==> config.mk <==
export PLATFORM = sky130hd
export DESIGN_NAME = up_core_param
export DESIGN_NICKNAME = d
export VERILOG_FILES = /design/src/rtl/up_core_pkg.sv /design/src/rtl/up_return_stack.sv /design/src/rtl/up_core_param.sv
export SDC_FILE = /design/constraint.sdc
export NUM_CORES = 1
export LEC_CHECK = 0
export ABC_CLOCK_PERIOD_IN_PS = 6850
export CAP_MARGIN = 20
export CORE_UTILIZATION = 40
export CTS_BUF_LIST = sky130_fd_sc_hd__clkbuf_2 sky130_fd_sc_hd__clkbuf_4 sky130_fd_sc_hd__clkbuf_8
export CTS_CLUSTER_DIAMETER = 40
export CTS_CLUSTER_SIZE = 12
export DETAILED_ROUTE_END_ITERATION = 16
export SLEW_MARGIN = 40
export SYNTH_ARGS = -nofsm -noshare
export SYNTH_HDL_FRONTEND = slang
export SYNTH_SLANG_ARGS = --single-unit
export TNS_END_PERCENT = 30
==> constraint.sdc <==
create_clock -name clk -period 6.85 [get_ports clk]
set_input_delay 1.37 -clock clk [delete_from_list [all_inputs] [get_ports clk]]
set_output_delay 1.37 -clock clk [all_outputs]
set_load 0.01 [all_outputs]
==> src/rtl/up_core_pkg.sv <==
// up_core_pkg: opcodes, FSM states and width helpers shared by the up_core_param slice
package up_core_pkg;
  localparam int OPC_W = 5;
  typedef enum logic [OPC_W-1:0] {
    OP_NOP = 5'h00, OP_LDI, OP_LDR, OP_STR, OP_LDM, OP_STM, OP_ADDI, OP_ADD, OP_ADC, OP_SUB,
    OP_AND, OP_OR, OP_XOR, OP_NOT, OP_SHL, OP_SHR, OP_JMP, OP_JZ, OP_JNZ, OP_JC, OP_CALL,
    OP_RET, OP_HALT
  } opcode_e;
  typedef enum logic [2:0] {S_IDLE, S_FETCH, S_EXEC, S_MEM, S_HALT} state_e;
  function automatic int ins_w(input int data_w);
    return OPC_W + data_w;
  endfunction
endpackage

==> src/rtl/up_return_stack.sv <==
// up_return_stack: LIFO of return addresses; a push when full or a pop when empty is ignored
module up_return_stack #(
  parameter int STACK_DEPTH = 4,
  parameter int PC_W = 6
) (
  input  logic            clk,
  input  logic            rst,
  input  logic            push,
  input  logic            pop,
  input  logic [PC_W-1:0] din,
  output logic [PC_W-1:0] dout,
  output logic            full,
  output logic            empty
);
  localparam int SPW = $clog2(STACK_DEPTH + 1);
  logic [SPW-1:0] sp_q;
  logic [PC_W-1:0] mem_q [2**SPW];
  assign full = sp_q == SPW'(STACK_DEPTH);
  assign empty = sp_q == '0;
  assign dout = mem_q[sp_q - SPW'(1)];
  always_ff @(posedge clk or posedge rst)
    if (rst) sp_q <= '0;
    else if (push && !full) sp_q <= sp_q + SPW'(1);
    else if (pop && !empty) sp_q <= sp_q - SPW'(1);
  always_ff @(posedge clk)
    if (push && !full) mem_q[sp_q] <= din;
endmodule

==> src/rtl/up_core_param.sv <==
// up_core_param: parametrised accumulator core with ready/valid fetch, sync data memory,
// Z/C flags, hardware call/return stack and a HALT state left only through Reset
module up_core_param import up_core_pkg::*; #(
  parameter int DATA_W = 8,
  parameter int PC_W = 6,
  parameter int REG_AW = 4,
  parameter int STACK_DEPTH = 4,
  localparam int INS_W = ins_w(DATA_W)
) (
  input  logic              clk,
  input  logic              Reset,
  input  logic              run,
  output logic              pm_req,
  output logic [PC_W-1:0]   pm_addr,
  input  logic              pm_valid,
  input  logic [INS_W-1:0]  pm_ins,
  output logic              dm_we,
  output logic [DATA_W-1:0] dm_addr,
  output logic [DATA_W-1:0] dm_wdata,
  input  logic [DATA_W-1:0] dm_rdata,
  input  logic [DATA_W-1:0] inR3,
  output logic              halted,
  output logic              stack_err,
  output logic [PC_W-1:0]   PC_Addr_o,
  output logic [DATA_W-1:0] Accu_out_o
);
  state_e state_q, state_d;
  logic [PC_W-1:0] pc_q, pc_d, pc_inc, tgt, st_dout;
  logic [DATA_W-1:0] acc_q, acc_d, x, r;
  logic [DATA_W:0] alu;
  logic [INS_W-1:0] ir_q, ir_d;
  logic [OPC_W-1:0] op;
  logic [REG_AW-1:0] idx;
  logic [DATA_W-1:0] regs_q [2**REG_AW];
  logic z_q, z_d, c_q, c_d, err_q, err_d, wa, reg_we, push, pop, st_full, st_empty;
  logic pm_req_q, dm_we_q, halted_q;
  assign op = ir_q[INS_W-1:DATA_W];
  assign x = ir_q[DATA_W-1:0];
  assign idx = x[REG_AW-1:0];
  assign tgt = x[PC_W-1:0];
  assign pc_inc = pc_q + PC_W'(1);
  assign r = idx == REG_AW'(3) ? inR3 : regs_q[idx];
  up_return_stack #(.STACK_DEPTH(STACK_DEPTH), .PC_W(PC_W)) u_stack (
    .clk(clk), .rst(Reset), .push(push), .pop(pop), .din(pc_inc),
    .dout(st_dout), .full(st_full), .empty(st_empty)
  );
  // alu carries {C, A}; ops that leave C alone feed c_q straight through
  always_comb begin
    alu = {c_q, acc_q};
    wa = 1'b1;
    case (op)
      OP_LDI:  alu = {c_q, x};
      OP_LDR:  alu = {c_q, r};
      OP_ADDI: alu = {1'b0, acc_q} + {1'b0, x};
      OP_ADD:  alu = {1'b0, acc_q} + {1'b0, r};
      OP_ADC:  alu = {1'b0, acc_q} + {1'b0, r} + (DATA_W+1)'(c_q);
      OP_SUB:  alu = {acc_q < r, acc_q - r};
      OP_AND:  alu = {c_q, acc_q & r};
      OP_OR:   alu = {c_q, acc_q | r};
      OP_XOR:  alu = {c_q, acc_q ^ r};
      OP_NOT:  alu = {c_q, ~acc_q};
      OP_SHL:  alu = {acc_q, 1'b0};
      OP_SHR:  alu = {acc_q[0], 1'b0, acc_q[DATA_W-1:1]};
      default: wa = 1'b0;
    endcase
  end
  always_comb begin
    state_d = state_q;
    pc_d = pc_q;
    acc_d = acc_q;
    z_d = z_q;
    c_d = c_q;
    ir_d = ir_q;
    err_d = err_q;
    reg_we = 1'b0;
    push = 1'b0;
    pop = 1'b0;
    case (state_q)
      S_IDLE:  state_d = run ? S_FETCH : S_IDLE;
      S_FETCH: if (pm_valid) begin ir_d = pm_ins; state_d = S_EXEC; end
      S_EXEC: begin
        state_d = run ? S_FETCH : S_IDLE;
        pc_d = pc_inc;
        if (wa) begin acc_d = alu[DATA_W-1:0]; c_d = alu[DATA_W]; z_d = alu[DATA_W-1:0] == '0; end
        case (op)
          OP_STR:  reg_we = idx != REG_AW'(3);
          OP_LDM:  state_d = S_MEM;
          OP_JMP:  pc_d = tgt;
          OP_JZ:   pc_d = z_q ? tgt : pc_inc;
          OP_JNZ:  pc_d = z_q ? pc_inc : tgt;
          OP_JC:   pc_d = c_q ? tgt : pc_inc;
          OP_CALL: begin push = !st_full; pc_d = st_full ? pc_q : tgt; end
          OP_RET:  begin pop = !st_empty; pc_d = st_empty ? pc_q : st_dout; end
          OP_HALT: state_d = S_HALT;
          default: ;
        endcase
        if ((op == OP_CALL && st_full) || (op == OP_RET && st_empty)) begin
          err_d = 1'b1;
          state_d = S_HALT;
        end
      end
      S_MEM: begin
        acc_d = dm_rdata;
        z_d = dm_rdata == '0;
        state_d = run ? S_FETCH : S_IDLE;
      end
      default: ;
    endcase
  end
  // strobes are registered from the next state so they line up with the state they belong to
  always_ff @(posedge clk or posedge Reset) begin
    if (Reset) begin
      state_q <= S_IDLE;
      pc_q <= '0;
      acc_q <= '0;
      z_q <= 1'b0;
      c_q <= 1'b0;
      ir_q <= '0;
      err_q <= 1'b0;
      pm_req_q <= 1'b0;
      dm_we_q <= 1'b0;
      halted_q <= 1'b0;
      for (int i = 0; i < 2**REG_AW; i++) regs_q[i] <= '0;
    end else begin
      state_q <= state_d;
      pc_q <= pc_d;
      acc_q <= acc_d;
      z_q <= z_d;
      c_q <= c_d;
      ir_q <= ir_d;
      err_q <= err_d;
      if (reg_we) regs_q[idx] <= acc_q;
      pm_req_q <= state_d == S_FETCH;
      dm_we_q <= state_d == S_EXEC && ir_d[INS_W-1:DATA_W] == OP_STM;
      halted_q <= state_d == S_HALT;
    end
  end
  assign pm_req = pm_req_q;
  assign pm_addr = pc_q;
  assign dm_we = dm_we_q;
  assign dm_addr = x;
  assign dm_wdata = acc_q;
  assign halted = halted_q;
  assign stack_err = err_q;
  assign PC_Addr_o = pc_q;
  assign Accu_out_o = acc_q;
endmodule

=== Word level (Yosys, flattened, before mapping) ===
Memories as Yosys holds them, arrays and structs flattened.
Index checks and enable logic that the tools add are counted.

* Add/sub/neg operators: 7
* $mul: 0
* Div/mod/pow operators: 0
* Magnitude comparators: 3
* Equality and inequality tests: 34
* Shifts and indexed selects: 0
* Multiplexer cells: 36
* Bitwise logic cells: 11
* Reduce and logical (&&, ||, !) cells: 23

{| class="wikitable"
|+ Operator list
! cell !! count
|-
| bitwise mux 128 bit || 1
|-
| one-hot mux 9 bit (12 select lines) || 1
|-
| == test 5 x 4 -> 1 bit, second input constant || 8
|-
| two-way mux 8 bit || 5
|-
| one-hot mux 6 bit (6 select lines) || 1
|-
| == test 5 bit, second input constant || 7
|-
| binary-select mux 8 bit (select 4 bit) || 1
|-
| demux 8 bit (select 4 bit) || 1
|-
| two-way mux 6 bit || 5
|-
| two-way mux 13 bit || 2
|-
| == test 5 x 3 -> 1 bit, second input constant || 4
|-
| adder 8 x 8 -> 9 bit || 2
|-
| zero test 8 bit || 2
|-
| one-hot mux 8 bit (2 select lines) || 1
|-
| two-way mux 3 bit || 4
|-
| OR reduction 12 bit || 1
|-
| two-way mux 1 bit || 11
|-
| == test 5 x 2 -> 1 bit, second input constant || 2
|-
| adder 9 x 1 -> 9 bit || 1
|-
| == test 3 x 2 -> 1 bit, second input constant || 3
|-
| one-hot mux 3 bit (3 select lines) || 1
|-
| AND reduction 9 bit || 1
|-
| bitwise AND 8 bit || 1
|-
| < comparator 8 bit || 1
|-
| other kinds (28) || 47
|}

* Register bits: 167
* Latch bits: 0
* Bits in writable memories: 48
* Bits in read-only memories: 0
* Bits of input ports: 33
* Output and inout bits: 40
* Logic and storage cells: 143
* Memories kept: 1

{| class="wikitable"
|+ Memory list
! memory !! words !! bits a word !! read ports !! clocked after memory_dff !! wr ports !! line !! text
|-
| u_stack.mem_q || 8 || 6 || 1 || 0 || 1 || up_return_stack.sv:17 || <nowiki>logic [PC_W-1:0] mem_q [2**SPW];</nowiki>
|}

=== Longest topological paths before layout ===
Gate-level depths: netlist of the first run.

* Depth in word-level cells: 11
* Mapped depth: 20
* Mapped depth without buffers: 17

=== Modules after synthesis ===
Synthesis of the first run repeated with hierarchy kept, for this count alone.

* Cells, all modules: 1140
* Area, all modules: 12089.1 um2

{| class="wikitable"
|+ By module, submodules not included
! module !! times used !! cells an instance !! area an instance (um2) !! seq. area each (um2)
|-
| up_core_param || 1 || 1030 || 9914.5 || 3903.7
|-
| up_return_stack || 1 || 110 || 2174.6 || 1516.5
|}

=== Worst setup path before layout of the first run ===
OpenSTA, ideal clock, no wires.

* Kind: reg-to-reg
* Start: reg ir_q[0]
* End: reg z_q
* Library setup time: 0.095 ns
* Data arrival time: 4.613 ns
* Data required time: 6.755 ns
* Path slack: 2.142 ns
* Cell stages (with the launch flop): 19
* Path buffers: 3
* Period minus slack after synthesis: 4.708 ns
* Cell sequence: dfrtp_1 -> buf_2 -> buf_1 -> clkbuf_1 -> mux2i_1 -> o221ai_1 -> o221ai_1 -> inv_1 -> ha_1 -> fa_1 -> xor2_2 -> and3_4 -> xnor3_1 -> a2111o_1 -> or3_4 -> a22oi_1 -> and4b_1 -> nand4b_1 -> o31ai_1

* Cells in the longest elaborated chain, start to end: 11
* Elaborated cells on any way between the ends: 17
* Those cells by class: 4 x add/sub; 1 x eq/ne; 7 x mux; 4 x bitwise; 1 x reduce/logical

{| class="wikitable"
|+ Ends and longest elaborated chain
! element !! line !! text
|-
| from (decl) || up_core_param.sv:31 || <nowiki>logic [INS_W-1:0] ir_q, ir_d;</nowiki>
|-
| from (signal assigned) || up_core_param.sv:130 || <nowiki>ir_q <= ir_d;</nowiki>
|-
| inverter 4 -> 5 bit (not written as such) || up_core_param.sv:42 || <nowiki>assign r = idx == REG_AW'(3) ? inR3 : regs_q[idx];</nowiki>
|-
| binary-select mux 8 bit (select 4 bit) || up_core_param.sv:42 ||
|-
| two-way mux 8 bit (not written as such) (2 in a row) || up_core_param.sv:42 ||
|-
| two-way mux 8 bit || up_core_param.sv:42 ||
|-
| adder 8 x 8 -> 9 bit || up_core_param.sv:55, up_core_param.sv:56 ||
|-
| adder 9 x 1 -> 9 bit || up_core_param.sv:56 || <nowiki>OP_ADC: alu = {1'b0, acc_q} + {1'b0, r} + (DATA_W+1)'(c_q);</nowiki>
|-
| one-hot mux 9 bit (12 select lines) * || up_core_param.sv:51 || <nowiki>case (op)</nowiki>
|-
| zero test 8 bit * || up_core_param.sv:84 || <nowiki>if (wa) begin acc_d = alu[DATA_W-1:0]; c_d = alu[DATA_W]; z_d = alu[DATA_W-1:0] == '0; end</nowiki>
|-
| two-way mux 1 bit * || up_core_param.sv:84 ||
|-
| one-hot mux 1 bit (2 select lines) * || up_core_param.sv:78 || <nowiki>case (state_q)</nowiki>
|-
| to (signal assigned) || up_core_param.sv:128 || <nowiki>z_q <= z_d;</nowiki>
|-
| to (decl) || up_core_param.sv:35 || <nowiki>logic z_q, z_d, c_q, c_d, err_q, err_d, wa, reg_we, push, pop, st_full, st_empty;</nowiki>
|}

Mark *: on every way between the ends. The rest lies on a longest branch, timed or not. The select of a mux whose other input is x is not followed.
A chain may end at the register's enable or synchronous reset.

=== Worst setup path after layout of the first run ===
* Start: reg ir_q[1]
* End: reg z_q

The elaborated chain is that of the path after synthesis.

==> results.tsv, run 1 <==
stage	metric	value	unit
outcome	status	completed	
critical_path	crit_type	register to register	
worst_hold_path	worstHoldPathCells	1	
detailed_routing	vias_per_cell	5.81	
power_and_ir_drop	clock_power_share	16.9	%
synth	synth_cell_types	73	
place	dpl.hpwl	24.8	mm
synth	synth_fp_nets	1114	
critical_path	crit_chain	buf_4, mux4_2, mux2i_1, nand2_1, o221ai_1, inv_1, ha_1, fa_1, a211oi_1, nor2_1, nor4b_1, nand2_1, mux2i_1, a211oi_1, o21ai_0, o31a_1, o31ai_1	
critical_path	cp_slowest_cell	dfrtp_1	
cts	cts_resized	0	
critical_path	r2r_slack	1.57	ns
cts	cts_hold_buf	0	
cts	post-cts-setup-buffers	0	
power_and_ir_drop	p_int	3.34	mW
finish	nets	1151	
synth	synth_ff_type	dfrtp_1	
detailed_routing	ant_nets	0	
place	dpl_cell_area	12900	sq um
critical_path	reg2reg_from	ir_q[1]	
cts	cts_max_path_buffers	3	
finish	final.fill_count	2645	
timing	period_share	77.0	%
timing	hold_viol	0	
cts	cts_tree	yes	
worst_hold_path	hold_start	stack_err	
global_route	grt_usage	23.5	%
place	gp_congestion	1.06	
critical_path	cp-end-kind	register	
synth	seq_area_frac_synth	45.7	%
power_and_ir_drop	p_leak	5.68	nW
place	place_ws	1.40	ns
cts	cts_buffers	28	
critical_path	worst-path-buf-inv	2	
detailed_routing	dr.first_iter.drc_count	712	
run	maxCapViolations	0	
cts	htree_num_levels	1	
synth	postSynthAreaPerCell	11.4	sq um
finish	area_growth	13.9	%
die	fp.dieH	174	um
worst_hold_path	hold_path_end	stack_err	
finish	drive_above_1_share	24.4	%
detailed_routing	drt-total-wl	35.2	mm
critical_path	path_delay_family	compound AO/OA/AOI/OAI gates	
power_and_ir_drop	pwr-share-seq	29.0	%
cts	clock_sinks	207	
die	ios	73	
timing	tightest_slew	0.810	ns
global_route	grt_first_pass_wirelength	54.0	mm
critical_path	startpoint_type	register	
timing	relSlewSlack	45.6	%
synth	synthCells	1040	
synth	synth_area_leader_cell	dfrtp_1	
timing	skew	0.0175	ns
global_route	grt_overflow_total	0	
synth	yosysTopAreaCellShare	33.5	%
finish	multi_input_area	5960	sq um
die	row_count	62	
synth	syn_area	11900	sq um
timing	worst_slack	1.57	ns
timing	period_minus_slack	5.28	ns
synth	synth_warnings	0	
detailed_routing	drt-wirelength-per-cell	23.7	um
power_and_ir_drop	net-switching-power	2.86	mW
critical_path	crit_path_max_fanout	17	
synth	ys_ff_latch	207	
synth	synth_edf_count	48	
global_route	grt_pass1_vias	8610	
die	start_util	41.0	%
power_and_ir_drop	power_per_cell_area	459	nW/um^2
detailed_routing	drc	0	
timing	rsz0062_at_grt	no	
power_and_ir_drop	netSwitchingFraction	46.2	%
timing	maxSlewViolCount	0	
global_route	grt_max_degree	71	
finish	layout.area.seq	5430	sq um
synth	synth_async_sr_flop_share	76.8	%
critical_path	crit_arrival	5.75	ns
timing	finalSetupViolCount	0	
power_and_ir_drop	combPwrFrac	54.1	%
global_route	antenna_found_initial	0	
worst_hold_path	min_path_type	register to register	
die	coreArea	28900	sq um
timing	finalSetupTns	0	ns
finish	final_cell_mix	154 x dfrtp_1, 125 x mux2_2, 75 x nand2_1	
cts	clock_latency	0.57	ns
critical_path	required	7.33	ns
die	die_w	174	um
finish	antenna_cells	0	
cts	cts.clk_slew.worst_paths	0.08	ns
die	die_area	30400	sq um
detailed_routing	routed-via-count	8616	
critical_path	slowest_delay	0.70	ns
finish	final_cell_area	13500	sq um
place	port_buffers	72	
synth	synth_area_leaders	dfrtp_1 34%, edfxtp_1 12%, mux2_2 12%	
cts	clockRootBuffer	clkbuf_8	
power_and_ir_drop	ir_drop	144	uV
critical_path	rr_worst_depth	17	
finish	final_common_cell	dfrtp_1	
critical_path	timing.rr.end	z_q	
detailed_routing	dr.pass1.iters	6	
timing	fmax	0.190	GHz
## Yosys cell counts (8+ instances only)
master      n
a211oi_1    9
a21oi_1    38
a22oi_1    17
buf_2      15
buf_4      22
clkbuf_1   38
dfrtp_1   159
edfxtp_1   48
ha_1       38
inv_1      38
mux2_2    125
mux2i_1    23
mux4_2     35
nand2_1    75
nand2b_1   16
nand3_1    15
nor2_1     64
nor2b_1    10
nor3_1     17
nor4_1     10
o211ai_1    8
o21ai_0    53
o21bai_1    8
o221ai_1   11
o22ai_1    15
xnor2_1    18
## metal layers
layer  wire length [um]  part of all wire, %  up-vias  GRT usage [%]
met5                  0                    0        -              0
met4               1300                  3.7        0           8.88
met3               1750                  5.0       80           2.93
met2              16500                   47      285           38.6
met1              15600                   44     4338           31.8
li1                   -                    -     3913              -
## logic make-up (layout without fill, tap and decap cells)
family | count (synthesis) | in the layout | share of synthesized area (%)
compound gates | 212 | 212 | 12.0
xor+xnor | 27 | 27 | 2.17
fa+ha+maj | 41 | 41 | 4.51
buf+inv | 121 | 180 | 4.81
flops | 207 | 207 | 45.7
mux | 183 | 183 | 20.4
simple gates | 249 | 249 | 10.4
## power groups by stage
stage          Combinational, mW  Sequential [mW]  Clock [mW]
4_1_cts                     3.32             1.79        1.08
3_3_place_gp                3.32             1.81           0
6_report                    3.36             1.80        1.05
2_1_floorplan               2.35             1.63           0
5_1_grt                     3.60             1.83        1.13
3_5_place_dp                3.30             1.81           0
## stage by stage
stage / utilization, % / hold WS, ns / total power [mW] / std cells
2_1_floorplan: - / 0.444 / 3.98 / 1040
3_3_place_gp: 44.2 / 0.464 / 5.13 / 1431
3_5_place_dp: 44.4 / 0.465 / 5.11 / 1431
4_1_cts: 46.6 / 0.483 / 6.19 / 1483
5_1_grt: 46.7 / 0.509 / 6.56 / 1483
6_report: 46.7 / 0.483 / 6.21 / 1483
## area by class of cell
class	instances	area share, %
Multi-Input combinational cell	712	44.1
Sequential cell	207	40.1
Clock buffer	36	3.48
Inverter	39	1.12
Clock inverter	16	1.27
Tap cell	384	3.55
Timing Repair Buffer	89	6.33
## flip-flops by register name, summed over array words and instances, names as in the netlist
signal	flops
u_stack.sp_q	3
pm_req	1
halted	1
regs_q	120
ir_q	13
Accu_out_o	8
z_q	1
u_stack.mem_q	48
state_q	3
c_q	1
dm_we	1
stack_err	1
PC_Addr_o	6
## worst max-delay path by stage
stage	from	endpoint	cells after the start
2_1_floorplan	Reset	Accu_out_o[0]	1
3_3_place_gp	inR3[0]	z_q	14
3_5_place_dp	inR3[0]	z_q	14
4_1_cts	ir_q[0]	z_q	16
5_1_grt	ir_q[1]	z_q	17
6_report	ir_q[1]	z_q	17
Power figures use the tool's default switching activity.
==> run 2, diff against run 1 <==
--- a/config.mk
+++ b/config.mk
@@ -5,7 +5,7 @@
 export SDC_FILE = /design/constraint.sdc
 export NUM_CORES = 1
 export LEC_CHECK = 0
-export ABC_CLOCK_PERIOD_IN_PS = 6850
+export ABC_CLOCK_PERIOD_IN_PS = 5100
 export CAP_MARGIN = 20
 export CORE_UTILIZATION = 40
 export CTS_BUF_LIST = sky130_fd_sc_hd__clkbuf_2 sky130_fd_sc_hd__clkbuf_4 sky130_fd_sc_hd__clkbuf_8
==> constraint.sdc (replaced) <==
create_clock -name clk -period 5.1 [get_ports clk]
set_input_delay 1.02 -clock clk [delete_from_list [all_inputs] [get_ports clk]]
set_output_delay 1.02 -clock clk [all_outputs]
set_load 0.01 [all_outputs]
==> run 2 against run 1 <==
  * First-iteration DRC count decreased by 28%
  * Utilization increased by 0.90 points
  * Clock power grew 50%
  * Count of clock-buffer cells in the layout shrank 1
  * Cell count increased by 2.0%
  * Cell area rose by 1.9%
  * Maximum frequency is 11% higher
  * Global-route usage increased by 0.19 points
  * Worst hold slack got worse by 0.010 ns
  * Worst setup slack worse by 1.2 ns
  * Sequential cell count stayed put
  * Die area did not move
==> results.tsv, run 2 (synthesized netlist as in run 1, its figures left out) <==
stage	metric	value	unit	change
worst_hold_path	min_path_type	register to register		
global_route	antenna_found_initial	0		unchanged
cts	cts_tree	yes		
critical_path	startpoint	ir_q[0]		
global_route	grt_first_pass_wirelength	54.9	mm	+1.8%
cts	cts_max_path_buffers	3		unchanged
detailed_routing	drt-total-wl	35.5	mm	+0.92%
timing	relSlewSlack	45.8	%	+0.17 points
power_and_ir_drop	clock_power_share	18.2	%	+1.3 points
timing	finalSetupTns	0	ns	unchanged
power_and_ir_drop	power_per_cell_area	626	nW/um^2	+36%
detailed_routing	ant_nets	0		unchanged
cts	cts.clk_slew.worst_paths	0.08	ns	about the same
timing	skew	0.0259	ns	+0.00842 ns
die	coreArea	28900	sq um	unchanged
critical_path	startpoint_type	register		
place	dpl.hpwl	25.7	mm	+3.6%
global_route	grt_max_degree	111		+56%
timing	rsz0062_at_grt	no		
cts	clock_sinks	207		unchanged
place	port_buffers	72		unchanged
detailed_routing	dr.pass1.iters	5		-1
cts	clockRootBuffer	clkbuf_8		
die	die_area	30400	sq um	unchanged
finish	final_cell_area	13800	sq um	+1.9%
die	fp.dieH	174	um	unchanged
worst_hold_path	hold_start	stack_err		
detailed_routing	routed-via-count	8790		+2.0%
critical_path	reg2reg_from	ir_q[0]		
finish	final.fill_count	2652		+0.26%
worst_hold_path	worstHoldPathCells	1		unchanged
finish	final_common_cell	dfrtp_1		
global_route	grt_usage	23.7	%	+0.19 points
finish	final_cell_mix	156 x dfrtp_1, 125 x mux2_2, 75 x nand2_1		
cts	post-cts-setup-buffers	0		unchanged
place	place_ws	0.129	ns	-1.27 ns
global_route	grt_pass1_vias	8828		+2.5%
timing	worst_slack	0.366	ns	-1.21 ns
finish	top_register	regs_q		
timing	fmax	0.211	GHz	+11%
die	ios	73		unchanged
timing	maxSlewViolCount	0		unchanged
global_route	grt_overflow_total	0		unchanged
cts	cts_hold_buf	0		unchanged
cts	cts_resized	0		unchanged
place	gp_congestion	1.03		-2.8%
finish	nets	1178		+2.3%
power_and_ir_drop	ir_drop	185	uV	+28%
run	maxCapViolations	0		unchanged
finish	largest_reg_flops	120		unchanged
power_and_ir_drop	pwr-share-seq	27.1	%	-1.9 points
power_and_ir_drop	netSwitchingFraction	45.3	%	-0.88 points
critical_path	crit_type	register to register		
critical_path	crit_arrival	5.22	ns	-0.53 ns
critical_path	crit_path_max_fanout	8		-9
power_and_ir_drop	combPwrFrac	54.7	%	+0.6 points
place	dpl_cell_area	13000	sq um	+1.4%
critical_path	required	5.58	ns	-1.75 ns
critical_path	rr_worst_depth	16		-1
die	row_count	62		unchanged
cts	clock_latency	0.58	ns	about the same
finish	largestRegisters	regs_q: 120 flops, u_stack.mem_q: 48 flops, ir_q: 13 flops		
detailed_routing	drc	0		unchanged
timing	period_minus_slack	4.73	ns	-0.542 ns
critical_path	cp-end-kind	register		
finish	area_growth	16.1	%	
die	start_util	41.0	%	unchanged
outcome	status	completed		
finish	antenna_cells	0		unchanged
detailed_routing	dr.first_iter.drc_count	515		-28%
timing	period_share	92.8	%	+16 points
finish	drive_above_1_share	25.6	%	+1.2 points
timing	hold_viol	0		unchanged
cts	htree_num_levels	1		unchanged
detailed_routing	vias_per_cell	5.81		about the same
die	die_w	174	um	unchanged
power_and_ir_drop	p_int	4.72	mW	+41%
cts	cts_buffers	30		+7.1%
power_and_ir_drop	p_leak	5.82	nW	+2.5%
timing	tightest_slew	0.809	ns	-0.00118 ns
detailed_routing	drt-wirelength-per-cell	23.5	um	-1.0%
timing	finalSetupViolCount	0		unchanged
timing	hold_slack	0.473	ns	-0.0102 ns
power_and_ir_drop	net-switching-power	3.91	mW	+36%
[run 2: cell types whose count changed in the layout (fill, tap and decap cells not counted), sizes merged]
cell,change
bufinv,+2
clkinvlp,+4
clkinv,+1
clkbuf,-1
buf,+25
inv,-2
[run 2: area by class of cell]
type	instances	area [sq um]	share of cell area, %
inverter	39	150	1.09
clock buffer	35	463	3.36
multi-input combinational	712	5950	43.2
sequential	207	5420	39.4
clock inverter	21	251	1.82
timing repair buffer	114	1060	7.70
tap	384	480	3.49
[run 2: final timing paths]
kind | end | slack, ns
min in group asynchronous | regs_q[78] | 0.96
worst min-delay path | stack_err | 0.47
worst min register to register | stack_err | 0.47
worst max register to register | z_q | 0.37
worst max-delay path | z_q | 0.37
max in group asynchronous | regs_q[123] | 3.63
[run 2: per-stage QoR]
step	util [%]	std cells	power, mW
after floorplan	-	1040	5.34
after CTS	47.5	1512	8.60
after global placement	44.9	1456	7.02
after detailed placement	45.0	1456	7.00
after global routing	47.6	1512	9.14
final	47.6	1512	8.63
[run 2: worst max-delay path: stages (launching register included)]
cell and delay [ns]:
dfrtp_2 0.50, mux2_2 0.36, o221ai_1 0.18, o221ai_1 0.24
o221ai_1 0.31, inv_1 0.12, ha_1 0.27, fa_1 0.50
xor2_2 0.26, and3_4 0.24, xnor3_1 0.20, a2111o_1 0.41
or3_4 0.34, a22oi_1 0.18, and4b_1 0.21, nand4b_1 0.09
o31ai_1 0.23
[run 2: power by group through the flow]
stage               Combinational [mW]  Clock, mW  Sequential, mW
finish                            4.72       1.57            2.34
global route                      5.09       1.67            2.38
CTS                               4.67       1.60            2.33
detailed placement                4.64          0            2.37
global placement                  4.66          0            2.36
floorplan                         3.15          0            2.19
[run 2: layer usage]
| metal | part of all wire, % | vias to the layer above | routed length (um) | global-route usage (%) |
|---|---|---|---|---|
| met2 | 47 | 272 | 16600 | 38.1 |
| li1 | - | 3972 | - | - |
| met1 | 45 | 4475 | 16000 | 33.2 |
| met3 | 5.0 | 71 | 1770 | 2.89 |
| met4 | 3.1 | 0 | 1100 | 7.86 |
| met5 | 0 | - | 0 | 0 |
==> run 3, diff against run 2 <==
--- a/config.mk
+++ b/config.mk
@@ -12,6 +12,7 @@
 export CTS_CLUSTER_DIAMETER = 40
 export CTS_CLUSTER_SIZE = 12
 export DETAILED_ROUTE_END_ITERATION = 16
+export RECOVER_POWER = 100
 export SLEW_MARGIN = 40
 export SYNTH_ARGS = -nofsm -noshare
 export SYNTH_HDL_FRONTEND = slang
==> run 3 against run 2 <==
  * The run now ends with max-capacitance violations, max-slew violations left
  * Non-clock buffer count did not move
  * First-iteration DRC count rose by 16%
  * Sequential share of layout area rose by 0.37 points
  * Count of clock-buffer cells in the layout did not move
  * Cell count did not move
  * Cell area fell by 0.96%
  * Sequential power barely moved
  * Sequential cell count did not move
  * Critical path type unchanged
  * Highest routed layer unchanged
==> results.tsv, run 3 (synthesized netlist as in run 1, its figures left out) <==
stage	metric	value	unit	change
cts	cts_tree	yes		
critical_path	crit_path_max_fanout	8		unchanged
finish	drive_above_1_share	22.9	%	-2.7 points
place	place_ws	0.129	ns	unchanged
detailed_routing	dr.pass1.iters	5		unchanged
power_and_ir_drop	pwr-share-seq	27.4	%	+0.3 points
timing	finalSetupTns	0	ns	unchanged
timing	rsz0062_at_grt	no		
cts	cts_hold_buf	0		unchanged
place	gp_congestion	1.03		unchanged
critical_path	startpoint	ir_q[0]		
place	port_buffers	72		unchanged
critical_path	crit_cells	16		unchanged
detailed_routing	drt-wirelength-per-cell	23.4	um	-0.33%
worst_hold_path	min_path_type	register to register		
critical_path	crit_type	register to register		
finish	final_common_cell	dfrtp_1		
place	dp.cells	1456		unchanged
power_and_ir_drop	power_per_cell_area	624	nW/um^2	-0.34%
finish	largest_reg_flops	120		unchanged
detailed_routing	vias_per_cell	5.83		+0.22%
finish	final.fill_count	2674		+0.83%
timing	maxSlewViolCount	185		+185
critical_path	slowest_delay	0.50	ns	about the same
finish	nets	1178		unchanged
power_and_ir_drop	net-switching-power	3.87	mW	-0.89%
critical_path	crit_top_cell	o221ai_1		
critical_path	timing.rr.end	z_q		
power_and_ir_drop	clock_power_share	18.4	%	+0.2 points
timing	period_share	93.4	%	+0.55 points
cts	cts_buffers	30		unchanged
critical_path	worst-path-buf-inv	1		unchanged
detailed_routing	dr.first_iter.drc_count	596		+16%
power_and_ir_drop	p_leak	5.78	nW	-0.71%
global_route	grt_pass1_vias	8828		unchanged
critical_path	cp-end-kind	register		
global_route	grt_first_pass_wirelength	54.9	mm	unchanged
finish	layout.area.seq	5420	sq um	about the same
finish	antenna_cells	0		unchanged
finish	final_cell_area	13700	sq um	-0.96%
finish	area_growth	15.0	%	
worst_hold_path	worstHoldPathCells	1		unchanged
power_and_ir_drop	netSwitchingFraction	45.5	%	+0.19 points
die	fp.dieH	174	um	unchanged
die	die_w	174	um	unchanged
outcome	status	complete, but fails checks		
detailed_routing	ant_nets	0		unchanged
finish	final_cell_mix	157 x dfrtp_1, 122 x mux2_2, 75 x nand2_1		
die	start_util	41.0	%	unchanged
critical_path	cp-endpoint	z_q		
detailed_routing	drt-total-wl	35.4	mm	-0.33%
cts	clock_sinks	207		unchanged
critical_path	crit_chain	mux2_2, o221ai_1, o221ai_1, o221ai_1, inv_1, ha_1, fa_1, xor2_2, and3_4, xnor3_1, a2111o_1, or3_4, a22oi_1, and4b_1, nand4b_1, o31ai_1		
die	ios	73		unchanged
finish	fin_util	47.2	%	-0.46 points
finish	multi_input_area	5890	sq um	-1.1%
cts	htree_num_levels	1		unchanged
power_and_ir_drop	ir_drop	175	uV	-5.5%
critical_path	path_delay_family	compound AO/OA/AOI/OAI gates		
timing	worst_slack	0.339	ns	-0.0279 ns
die	row_count	62		unchanged
power_and_ir_drop	combPwrFrac	54.3	%	-0.4 points
cts	cts_resized	0		unchanged
critical_path	startpoint_type	register		
global_route	grt_overflow_total	0		unchanged
timing	relSlewSlack	-83.5	%	-130 points
critical_path	crit_arrival	5.24	ns	+0.02 ns
timing	tightest_slew	2.75	ns	+1.94 ns
finish	top_register	regs_q		
detailed_routing	routed-via-count	8809		+0.22%
outcome	violations	max-capacitance violations, max-slew violations		
timing	hold_viol	0		unchanged
die	die_area	30400	sq um	unchanged
run	maxCapViolations	3		+3
critical_path	reg2reg_from	ir_q[0]		
timing	period_minus_slack	4.76	ns	+0.0279 ns
timing	hold_slack	0.467	ns	-0.00615 ns
finish	largestRegisters	regs_q: 120 flops, u_stack.mem_q: 48 flops, ir_q: 13 flops		
cts	cts.clk_slew.worst_paths	0.08	ns	about the same
critical_path	cp_slowest_cell	dfrtp_2		
timing	skew	0.0237	ns	-0.00217 ns
place	dpl.hpwl	25.7	mm	unchanged
timing	fmax	0.210	GHz	-0.59%
cts	clock_latency	0.57	ns	about the same
global_route	antenna_found_initial	0		unchanged
cts	post-cts-setup-buffers	0		unchanged
place	dpl_cell_area	13000	sq um	unchanged
cts	cts_max_path_buffers	3		unchanged
global_route	grt_max_degree	111		unchanged
die	coreArea	28900	sq um	unchanged
cts	clockRootBuffer	clkbuf_8		
power_and_ir_drop	finalPower	8.51	mW	-1.3%
critical_path	rr_worst_depth	16		unchanged
finish	fin_cells	1512		unchanged
global_route	grt_usage	23.7	%	unchanged
critical_path	required	5.58	ns	about the same
critical_path	r2r_slack	0.34	ns	-0.03 ns
detailed_routing	drc	0		unchanged
timing	finalSetupViolCount	0		unchanged
power_and_ir_drop	p_int	4.64	mW	-1.6%
-- run 3: cell types whose count changed in the layout (fill, tap and decap cells not counted), sizes merged --
cell and change:
buf -15, clkbuf +15, clkdlybuf4s50 -30, dlygate4sd3 +30
-- run 3: power groups by stage --
stage / Sequential (mW) / Combinational, mW / Clock, mW
final: 2.33 / 4.62 / 1.56
after global routing: 2.37 / 5.00 / 1.67
after CTS: 2.33 / 4.67 / 1.60
after detailed placement: 2.37 / 4.64 / 0
after global placement: 2.36 / 4.66 / 0
after floorplan: 2.19 / 3.15 / 0
-- run 3: layer usage --
metal / wire, um / part of all wire [%] / GRT usage [%]
met1: 15900 / 45 / 33.2
met2: 16600 / 47 / 38.1
met3: 1760 / 5.0 / 2.89
met4: 1150 / 3.2 / 7.86
met5: 0 / 0 / 0
-- run 3: how the worst min path moves through the flow --
stage | from | endpoint | slack, ns
2_1_floorplan | regs_q[112] | regs_q[112] | 0.44
3_5_place_dp | stack_err | stack_err | 0.46
6_report | stack_err | stack_err | 0.47
4_1_cts | stack_err | stack_err | 0.47
3_3_place_gp | regs_q[113] | regs_q[113] | 0.46
5_1_grt | stack_err | stack_err | 0.50
-- run 3: area by class of cell --
class	instances	share of cell area, %
Inverter	39	1.10
Sequential cell	207	39.7
Clock inverter	21	1.84
Clock buffer	35	3.39
Tap cell	384	3.52
Multi-Input combinational cell	712	43.1
Timing Repair Buffer	114	7.31
